[config.mk]
export PLATFORM = sky130hd
export DESIGN_NAME = seven_segment_mux
export DESIGN_NICKNAME = d
export VERILOG_FILES = /design/src/rtl/seven_segment_pkg.sv /design/src/rtl/seven_segment_decoder.sv /design/src/rtl/seven_segment_mux.sv
export SDC_FILE = /design/constraint.sdc
export NUM_CORES = 1
export LEC_CHECK = 0
export BUFFER_PORTS_ARGS = -buffer_cell sky130_fd_sc_hd__buf_2
export CAP_MARGIN = 30
export CORE_ASPECT_RATIO = 1.5
export CORE_MARGIN = 4
export CORE_UTILIZATION = 45
export CTS_CLUSTER_DIAMETER = 100
export DETAILED_ROUTE_END_ITERATION = 10
export PLACE_DENSITY = 0.69
export RECOVER_POWER = 25
export SLEW_MARGIN = 20
export SYNTH_ARGS = -nofsm -noshare
export SYNTH_HDL_FRONTEND = slang
export SYNTH_SLANG_ARGS = --single-unit
[constraint.sdc]
create_clock -name clk -period 6.95 [get_ports clk]
set_input_delay 1.39 -clock clk [delete_from_list [all_inputs] [get_ports clk]]
set_output_delay 1.39 -clock clk [all_outputs]
set_load 0.02 [all_outputs]
[src/rtl/seven_segment_pkg.sv]
// Shared types, constants and the hex-to-glyph table for the multiplexed seven-segment driver.
package seven_segment_pkg;

  localparam logic [7:0] SEG_OFF = 8'hFF;

  typedef logic [3:0] brightness_t;

  // Active-low glyphs, bit order g..a.
  function automatic logic [6:0] hex7(input logic [3:0] nibble);
    logic [6:0] glyph;
    case (nibble)
      4'h0: glyph = 7'b1000000;
      4'h1: glyph = 7'b1111001;
      4'h2: glyph = 7'b0100100;
      4'h3: glyph = 7'b0110000;
      4'h4: glyph = 7'b0011001;
      4'h5: glyph = 7'b0010010;
      4'h6: glyph = 7'b0000010;
      4'h7: glyph = 7'b1111000;
      4'h8: glyph = 7'b0000000;
      4'h9: glyph = 7'b0010000;
      4'hA: glyph = 7'b0001000;
      4'hB: glyph = 7'b0000011;
      4'hC: glyph = 7'b1000110;
      4'hD: glyph = 7'b0100001;
      4'hE: glyph = 7'b0000110;
      default: glyph = 7'b0001110;
    endcase
    return glyph;
  endfunction

endpackage

[src/rtl/seven_segment_decoder.sv]
// Registered nibble + decimal point to active-low segment pattern; dark when not enabled.
module seven_segment_decoder
  import seven_segment_pkg::*;
(
  input  logic       clk,
  input  logic       rst,
  input  logic       enable,
  input  logic [3:0] nibble,
  input  logic       dp,
  output logic [7:0] segment
);

  always_ff @(posedge clk) begin
    if (rst || !enable) segment <= SEG_OFF;
    else                segment <= {~dp, hex7(nibble)};
  end

endmodule

[src/rtl/seven_segment_mux.sv]
// Time-multiplexed N-digit seven-segment driver with 16-level per-slot anode PWM.
// Optional per-digit blinking is compiled in with SSD_BLINK_EN.
module seven_segment_mux
  import seven_segment_pkg::*;
#(
  parameter int NUM_DIGITS    = 8,
  parameter int CLK_FREQUENCY = 100_000_000,
  parameter int REFRESH_RATE  = 200,
  parameter int BLINK_RATE    = 2
) (
  input  logic                    clk,
  input  logic                    rst,
  input  logic [4*NUM_DIGITS-1:0] data_in,
  input  logic [NUM_DIGITS-1:0]   blank,
  input  logic [NUM_DIGITS-1:0]   dp_in,
  input  logic [3:0]              brightness,
`ifdef SSD_BLINK_EN
  input  logic [NUM_DIGITS-1:0]   blink,
`endif
  output logic [7:0]              segment,
  output logic [NUM_DIGITS-1:0]   anode
);

  localparam int SEGMENT_CLOCKS = CLK_FREQUENCY / (REFRESH_RATE * NUM_DIGITS);
  localparam int PHASE_CLOCKS   = SEGMENT_CLOCKS / 16;
  localparam int SLOT_W         = $clog2(SEGMENT_CLOCKS);
  localparam int IDX_W          = $clog2(NUM_DIGITS);
  localparam int PH_W           = (PHASE_CLOCKS > 1) ? $clog2(PHASE_CLOCKS) : 1;

  if (SEGMENT_CLOCKS < 16) begin : g_bad_segment_clocks
    $error("seven_segment_mux: SEGMENT_CLOCKS must be >= 16");
  end
  if (NUM_DIGITS < 2) begin : g_bad_num_digits
    $error("seven_segment_mux: NUM_DIGITS must be >= 2");
  end
  if (BLINK_RATE < 1) begin : g_bad_blink_rate
    $error("seven_segment_mux: BLINK_RATE must be >= 1");
  end

  logic [SLOT_W-1:0] slot_cnt;
  logic [IDX_W-1:0]  idx;
  brightness_t       bright_q;
  logic [3:0]        phase;
  logic [PH_W-1:0]   ph_cnt;
  logic              dark;
  logic              lit;

  // Phase is tracked with its own counter instead of dividing slot_cnt by PHASE_CLOCKS;
  // it freezes at 15 so any remainder of the slot stays in the last phase.
  always_ff @(posedge clk) begin
    if (rst) begin
      slot_cnt <= '0;
      idx      <= '0;
      bright_q <= 4'hF;
      phase    <= '0;
      ph_cnt   <= '0;
    end else begin
      if (slot_cnt == SLOT_W'(SEGMENT_CLOCKS - 1)) begin
        slot_cnt <= '0;
        phase    <= '0;
        ph_cnt   <= '0;
        idx      <= (idx == IDX_W'(NUM_DIGITS - 1)) ? '0 : idx + IDX_W'(1);
      end else begin
        slot_cnt <= slot_cnt + SLOT_W'(1);
        if (phase != 4'hF) begin
          if (ph_cnt == PH_W'(PHASE_CLOCKS - 1)) begin
            ph_cnt <= '0;
            phase  <= phase + 4'd1;
          end else begin
            ph_cnt <= ph_cnt + PH_W'(1);
          end
        end
      end
      if (slot_cnt == '0) bright_q <= brightness;
    end
  end

`ifdef SSD_BLINK_EN
  localparam int BLINK_CLOCKS = CLK_FREQUENCY / (2 * BLINK_RATE);
  localparam int BL_W         = (BLINK_CLOCKS > 1) ? $clog2(BLINK_CLOCKS) : 1;

  logic [BL_W-1:0] blink_cnt;
  logic            blink_on;

  always_ff @(posedge clk) begin
    if (rst) begin
      blink_cnt <= '0;
      blink_on  <= 1'b1;
    end else if (blink_cnt == BL_W'(BLINK_CLOCKS - 1)) begin
      blink_cnt <= '0;
      blink_on  <= ~blink_on;
    end else begin
      blink_cnt <= blink_cnt + BL_W'(1);
    end
  end
`endif

  always_comb begin
    dark = blank[idx];
`ifdef SSD_BLINK_EN
    if (!blink_on && blink[idx]) dark = 1'b1;
`endif
    lit = !dark && (phase <= bright_q);
  end

  always_ff @(posedge clk) begin
    if (rst)      anode <= '1;
    else if (lit) anode <= ~(NUM_DIGITS'(1) << idx);
    else          anode <= '1;
  end

  seven_segment_decoder u_decoder (
    .clk     (clk),
    .rst     (rst),
    .enable  (lit),
    .nibble  (data_in[{idx, 2'b00} +: 4]),
    .dp      (dp_in[idx]),
    .segment (segment)
  );

endmodule

==> flow_metrics.py, run 1 <==
metrics = {
    "run_status": {
        "outcome": "finished clean",
    },
    "global_route": {
        "grt_pass1_wl_um": 10000,
        "grtUsageTotal_pct": 16.0,
        "antenna_found_initial": 0,
        "grt_start_max_net_pins": 23,
        "first_global_vias": 2360,
        "grt_overflow_total": 0,
    },
    "finish": {
        "layout_commonest_cell": "buf_2",
        "layout-drive-gt1-share_pct": 26.3,
        "nets": 450,
        "final_util_pct": 54.5,
        "n_antenna_cell": 0,
        "syn2layout_area_growth_pct": 16.1,
        "n_fill_cell": 588,
        "fin_area_um2": 3390,
        "layoutNonFillerInstCount": 450,
        "mostFrequentLayoutCells": "buf_2 (69), dfxtp_1 (55), nor2_1 (46)",
    },
    "cts": {
        "cts.sinks": 55,
        "insertion_delay_ps": 310,
        "cts_buffers": 5,
        "post-cts-setup-buffers": 0,
        "cts_max_level": 2,
        "postCtsHoldBufs": 0,
        "ctsResizeCount": 0,
        "root_buffer": "clkbuf_8",
        "cts.path.max_buffers": 2,
        "clkSlewWorstSetupHoldPaths_ps": 100,
        "cts_tree": "yes",
    },
    "floorplanning": {
        "start_util_pct": 46.9,
        "fp-row-count": 35,
        "io_pins": 70,
        "core_area_um2": 6220,
        "die_w_um": 73.7,
        "dieHeight_um": 107,
        "die_area_um2": 7860,
    },
    "timing": {
        "drv_slew": 0,
        "finalSetupTns_ps": 0,
        "hold_ws_ps": 472,
        "max_freq_mhz": 297,
        "finalHoldViolations": 0,
        "fin_crit_ps": 3370,
        "slew-limit-headroom_pct": 22.9,
        "fin_skew_ps": 11.5,
        "fin_ws_ps": 3580,
        "setup_viol": 0,
        "tightest_slew_ps": 1160,
        "fin_crit_sh_pct": 48.5,
        "rsz0062_at_grt": "no",
    },
    "synth": {
        "synth_top_area_share_pct": 37.8,
        "yosysWarnings": 0,
        "async_reset_ff_share_pct": 0,
        "synth_area_per_cell_um2": 9.44,
        "netlist_top_cells_area": "dfxtp_1 (38%), mux4_2 (9.3%), ha_1 (8.6%)",
        "ys_seq_area_share_pct": 37.8,
        "syn_nets": 383,
        "synth_edf_count": 0,
        "ys_types": 42,
        "dominantRegCellSynth": "dfxtp_1",
        "synth-seq-cells": 55,
        "syn-cell-area_um2": 2920,
        "syn_inst": 309,
        "yosys.area.top_type": "dfxtp_1",
    },
    "routing": {
        "wl_per_cell_um": 13.0,
        "dr.pass1.iters": 4,
        "detail_route.wirelength_um": 5830,
        "drt-vias-per-instance": 5.26,
        "remaining_drc_errors": 0,
        "vias": 2367,
        "postRouteAntennaNets": 0,
        "drt_iter0_markers": 75,
    },
    "place": {
        "place_ws_ps": 3740,
        "dpl_cell_area_um2": 3290,
        "dp_hpwl_um": 4740,
        "port_buffers": 69,
        "dp.cells": 441,
        "gp_congestion": 0.872,
    },
    "power_and_ir_drop": {
        "total_power_mw": 0.580,
        "cellPowerDensity_nw_per_um2": 171,
        "peakVddDrop_mv": 0.0906,
        "leakage_nw": 1.43,
    },
    "worst_hold_path": {
        "hp-class": "reg -> reg",
    },
    "job": {
        "max_cap_viol_count": 0,
    },
    "worst_setup_path": {
        "path_class": "reg -> reg",
        "critPathMaxFanout": 22,
        "cp-start-kind": "flop",
        "worstPathRequired_ps": 7160,
        "cp.arrival_ps": 3570,
        "end_kind": "flop",
    },
}
==> Yosys cell counts, types with 2 or more instances <==
master	count
dfxtp_1	55
nor2_1	46
nand2_1	29
inv_1	21
ha_1	20
xor2_1	15
nand3_1	13
mux4_2	12
xnor2_1	11
nand4_1	10
and3_1	7
buf_2	5
mux2i_1	5
o211ai_1	5
a211o_1	4
a211oi_1	4
a21oi_1	4
nor3_1	4
or2_2	4
clkbuf_1	3
nand2b_1	3
a21o_1	2
and2_1	2
and4_1	2
buf_6	2
mux2_2	2
o21ai_0	2
or3_1	2
or4_4	2
==> area by class of cell <==
type | instances | area (um2) | share of cell area [%]
Inverter | 21 | 78.8 | 2.33
Timing Repair Buffer | 71 | 368 | 10.9
Multi-Input combinational cell | 222 | 1660 | 48.9
Clock buffer | 6 | 82.6 | 2.44
Clock inverter | 1 | 8.76 | 0.259
Tap cell | 74 | 92.6 | 2.73
Sequential cell | 55 | 1100 | 32.5
==> critical path, stage by stage (launching register included) <==
cell	delay [ps]
dfxtp_1	360
or4_1	560
nor4_1	920
or2_0	960
or2_2	390
nor2_1	80
==> where the power goes <==
| group | internal, mW | total, mW | switching [mW] | leakage [nW] |
|---|---|---|---|---|
| combinational | 0.0347 | 0.0695 | 0.0347 | 0.938 |
| sequential | 0.324 | 0.330 | 0.00552 | 0.448 |
| clock | 0.0803 | 0.181 | 0.101 | 0.0477 |
==> per-layer routing <==
metal / part of all wire (%) / vias up / GRT usage (%)
met2: 54 / 76 / 30.3
met5: 0 / - / 0
met3: 6.2 / 10 / 2.91
met1: 37 / 1089 / 16.4
li1: - / 1192 / -
met4: 2.5 / 0 / 6.61
==> worst paths after layout <==
path / from / end / slack [ps] / cells after the start
worst max-delay path: slot_cnt[8] / ph_cnt[2] / 3580 / 5
worst min-delay path: bright_q[3] / bright_q[3] / 470 / 1
worst max register to register: slot_cnt[8] / ph_cnt[2] / 3580 / 5
worst min register to register: bright_q[3] / bright_q[3] / 470 / 1
==> logic make-up after synthesis <==
family          synth area share [%]
xor+xnor                        7.81
fa+ha+maj                       8.58
buf+inv                         4.85
mux                             12.2
simple gates                    21.6
compound gates                  7.21
flops                           37.8
==> state kept, by name, indices dropped and copies added, names as in the netlist <==
register,count
ph_cnt,12
u_decoder.segment,8
anode,8
idx,3
bright_q,4
slot_cnt,16
phase,4
Power figures use the tool's default switching activity.
==> run 2, diff against run 1 <==
clock period = 3.3 ns   (was 6.95 ns; I/O delays follow)
==> flow_metrics.py, run 2 (synthesis results as in run 1) <==
metrics = {
    "place": {
        "dp.cells": 443,
        "port_buffers": 69,
        "dp_hpwl_um": 4830,
        "gp_congestion": 0.884,
        "place_ws_ps": 911,
    },
    "run_status": {
        "outcome": "finished clean",
    },
    "timing": {
        "max_freq_mhz": 383,
        "finalHoldViolations": 0,
        "fin_crit_ps": 2610,
        "fin_ws_ps": 687,
        "drv_slew": 0,
        "fin_crit_sh_pct": 79.2,
        "setup_viol": 0,
        "slew-limit-headroom_pct": 64.4,
        "fin_skew_ps": 10.3,
        "finalSetupTns_ps": 0,
        "hold_ws_ps": 469,
        "tightest_slew_ps": 534,
        "rsz0062_at_grt": "no",
    },
    "worst_setup_path": {
        "crit_path_start": "idx[0]",
        "worstPathRequired_ps": 3470,
        "r2r_end": "u_decoder.segment[6]",
        "cp.arrival_ps": 2790,
        "cp-start-kind": "flop",
        "end_kind": "flop",
        "reg2regPathDepth": 5,
        "cp-endpoint": "u_decoder.segment[6]",
        "rrSetupSlack_ps": 690,
        "critPathMaxFanout": 10,
        "path_class": "reg -> reg",
        "r2r_start": "idx[0]",
    },
    "power_and_ir_drop": {
        "sequentialPowerShare_pct": 56.9,
        "power.share.switching_pct": 24.4,
        "leakage_nw": 1.41,
        "cellPowerDensity_nw_per_um2": 362,
        "intPower_mw": 0.923,
        "peakVddDrop_mv": 0.163,
        "power_frac_comb_pct": 12.0,
        "pwr-share-clk_pct": 31.1,
        "p_switching_mw": 0.298,
    },
    "cts": {
        "cts_max_level": 2,
        "cts.path.max_buffers": 2,
        "clkSlewWorstSetupHoldPaths_ps": 100,
        "cts_buffers": 5,
        "insertion_delay_ps": 310,
        "root_buffer": "clkbuf_8",
        "cts.sinks": 55,
        "ctsResizeCount": 0,
        "cts_tree": "yes",
        "postCtsHoldBufs": 0,
        "post-cts-setup-buffers": 0,
    },
    "global_route": {
        "grt_overflow_total": 0,
        "first_global_vias": 2414,
        "grt_start_max_net_pins": 23,
        "grt_pass1_wl_um": 10100,
        "grtUsageTotal_pct": 16.0,
        "antenna_found_initial": 0,
    },
    "finish": {
        "final_util_pct": 54.3,
        "n_fill_cell": 602,
        "largest_reg_flops": 16,
        "syn2layout_area_growth_pct": 15.7,
        "layout-drive-gt1-share_pct": 22.6,
        "layout_commonest_cell": "dfxtp_1",
        "largest-register": "slot_cnt",
        "nets": 450,
        "layoutNonFillerInstCount": 450,
        "reg_top3": "slot_cnt x16, ph_cnt x12",
        "mostFrequentLayoutCells": "dfxtp_1 (55), buf_2 (53), nor2_1 (46)",
        "n_antenna_cell": 0,
    },
    "floorplanning": {
        "io_pins": 70,
        "core_area_um2": 6220,
        "fp-row-count": 35,
        "start_util_pct": 46.9,
        "die_area_um2": 7860,
        "dieHeight_um": 107,
        "die_w_um": 73.7,
    },
    "routing": {
        "top_layer_used": "met4",
        "detail_route.wirelength_um": 5950,
        "remaining_drc_errors": 0,
        "dr.pass1.iters": 6,
        "drt-vias-per-instance": 5.23,
        "vias": 2353,
        "wl_met2_um": 3170,
        "drt_iter0_markers": 85,
        "postRouteAntennaNets": 0,
        "m1WireLength_um": 2300,
        "route.met3.wl_um": 325,
        "wl_per_cell_um": 13.2,
    },
    "job": {
        "max_cap_viol_count": 0,
    },
    "worst_hold_path": {
        "hp-class": "reg -> reg",
    },
}
-- run 2: layer usage --
| layer | vias to the layer above | track usage (%) |
|---|---|---|
| met5 | - | 0 |
| met4 | 0 | 6.74 |
| met3 | 11 | 2.63 |
| met2 | 69 | 30.0 |
| met1 | 1075 | 17.0 |
| li1 | 1198 | - |
-- run 2: metrics by stage --
| stage | total power [mW] | cell area [um2] |
|---|---|---|
| floorplan | 0.803 | 2920 |
| CTS | 1.24 | 3400 |
| global placement | 0.856 | 3310 |
| detailed placement | 0.860 | 3310 |
| global route | 1.29 | 3370 |
| finish | 1.22 | 3370 |
-- run 2: critical path: stages, from the launching register on --
cell      delay (ps)
dfxtp_1          670
clkbuf_1         470
mux4_2           550
or2_2            320
a21oi_4          310
o211ai_1         150
-- run 2: area by class of cell --
cell class	instances	area [um2]	share of cell area, %
Clock buffer	6	82.6	2.45
Clock inverter	1	8.76	0.260
Timing Repair Buffer	71	337	9.97
Inverter	21	78.8	2.34
Sequential cell	55	1100	32.6
Tap cell	74	92.6	2.74
Multi-Input combinational cell	222	1670	49.6
-- run 2: power by group through the flow --
stage                     logic (mW)  clock network (mW)  registers (mW)
after global routing           0.164               0.428           0.699
final                          0.146               0.380           0.694
after CTS                      0.150               0.397           0.695
after detailed placement       0.150                   0           0.710
after floorplan               0.0875                   0           0.716
after global placement         0.146                   0           0.710
-- run 2: how the worst min path moves through the flow --
stage | start | slack [ps] | to | cells after the start
2_1_floorplan | bright_q[1] | 440 | bright_q[1] | 1
3_3_place_gp | bright_q[1] | 450 | bright_q[1] | 1
3_5_place_dp | bright_q[1] | 450 | bright_q[1] | 1
4_1_cts | bright_q[1] | 470 | bright_q[1] | 1
5_1_grt | bright_q[3] | 500 | bright_q[3] | 1
6_report | bright_q[2] | 470 | bright_q[2] | 1
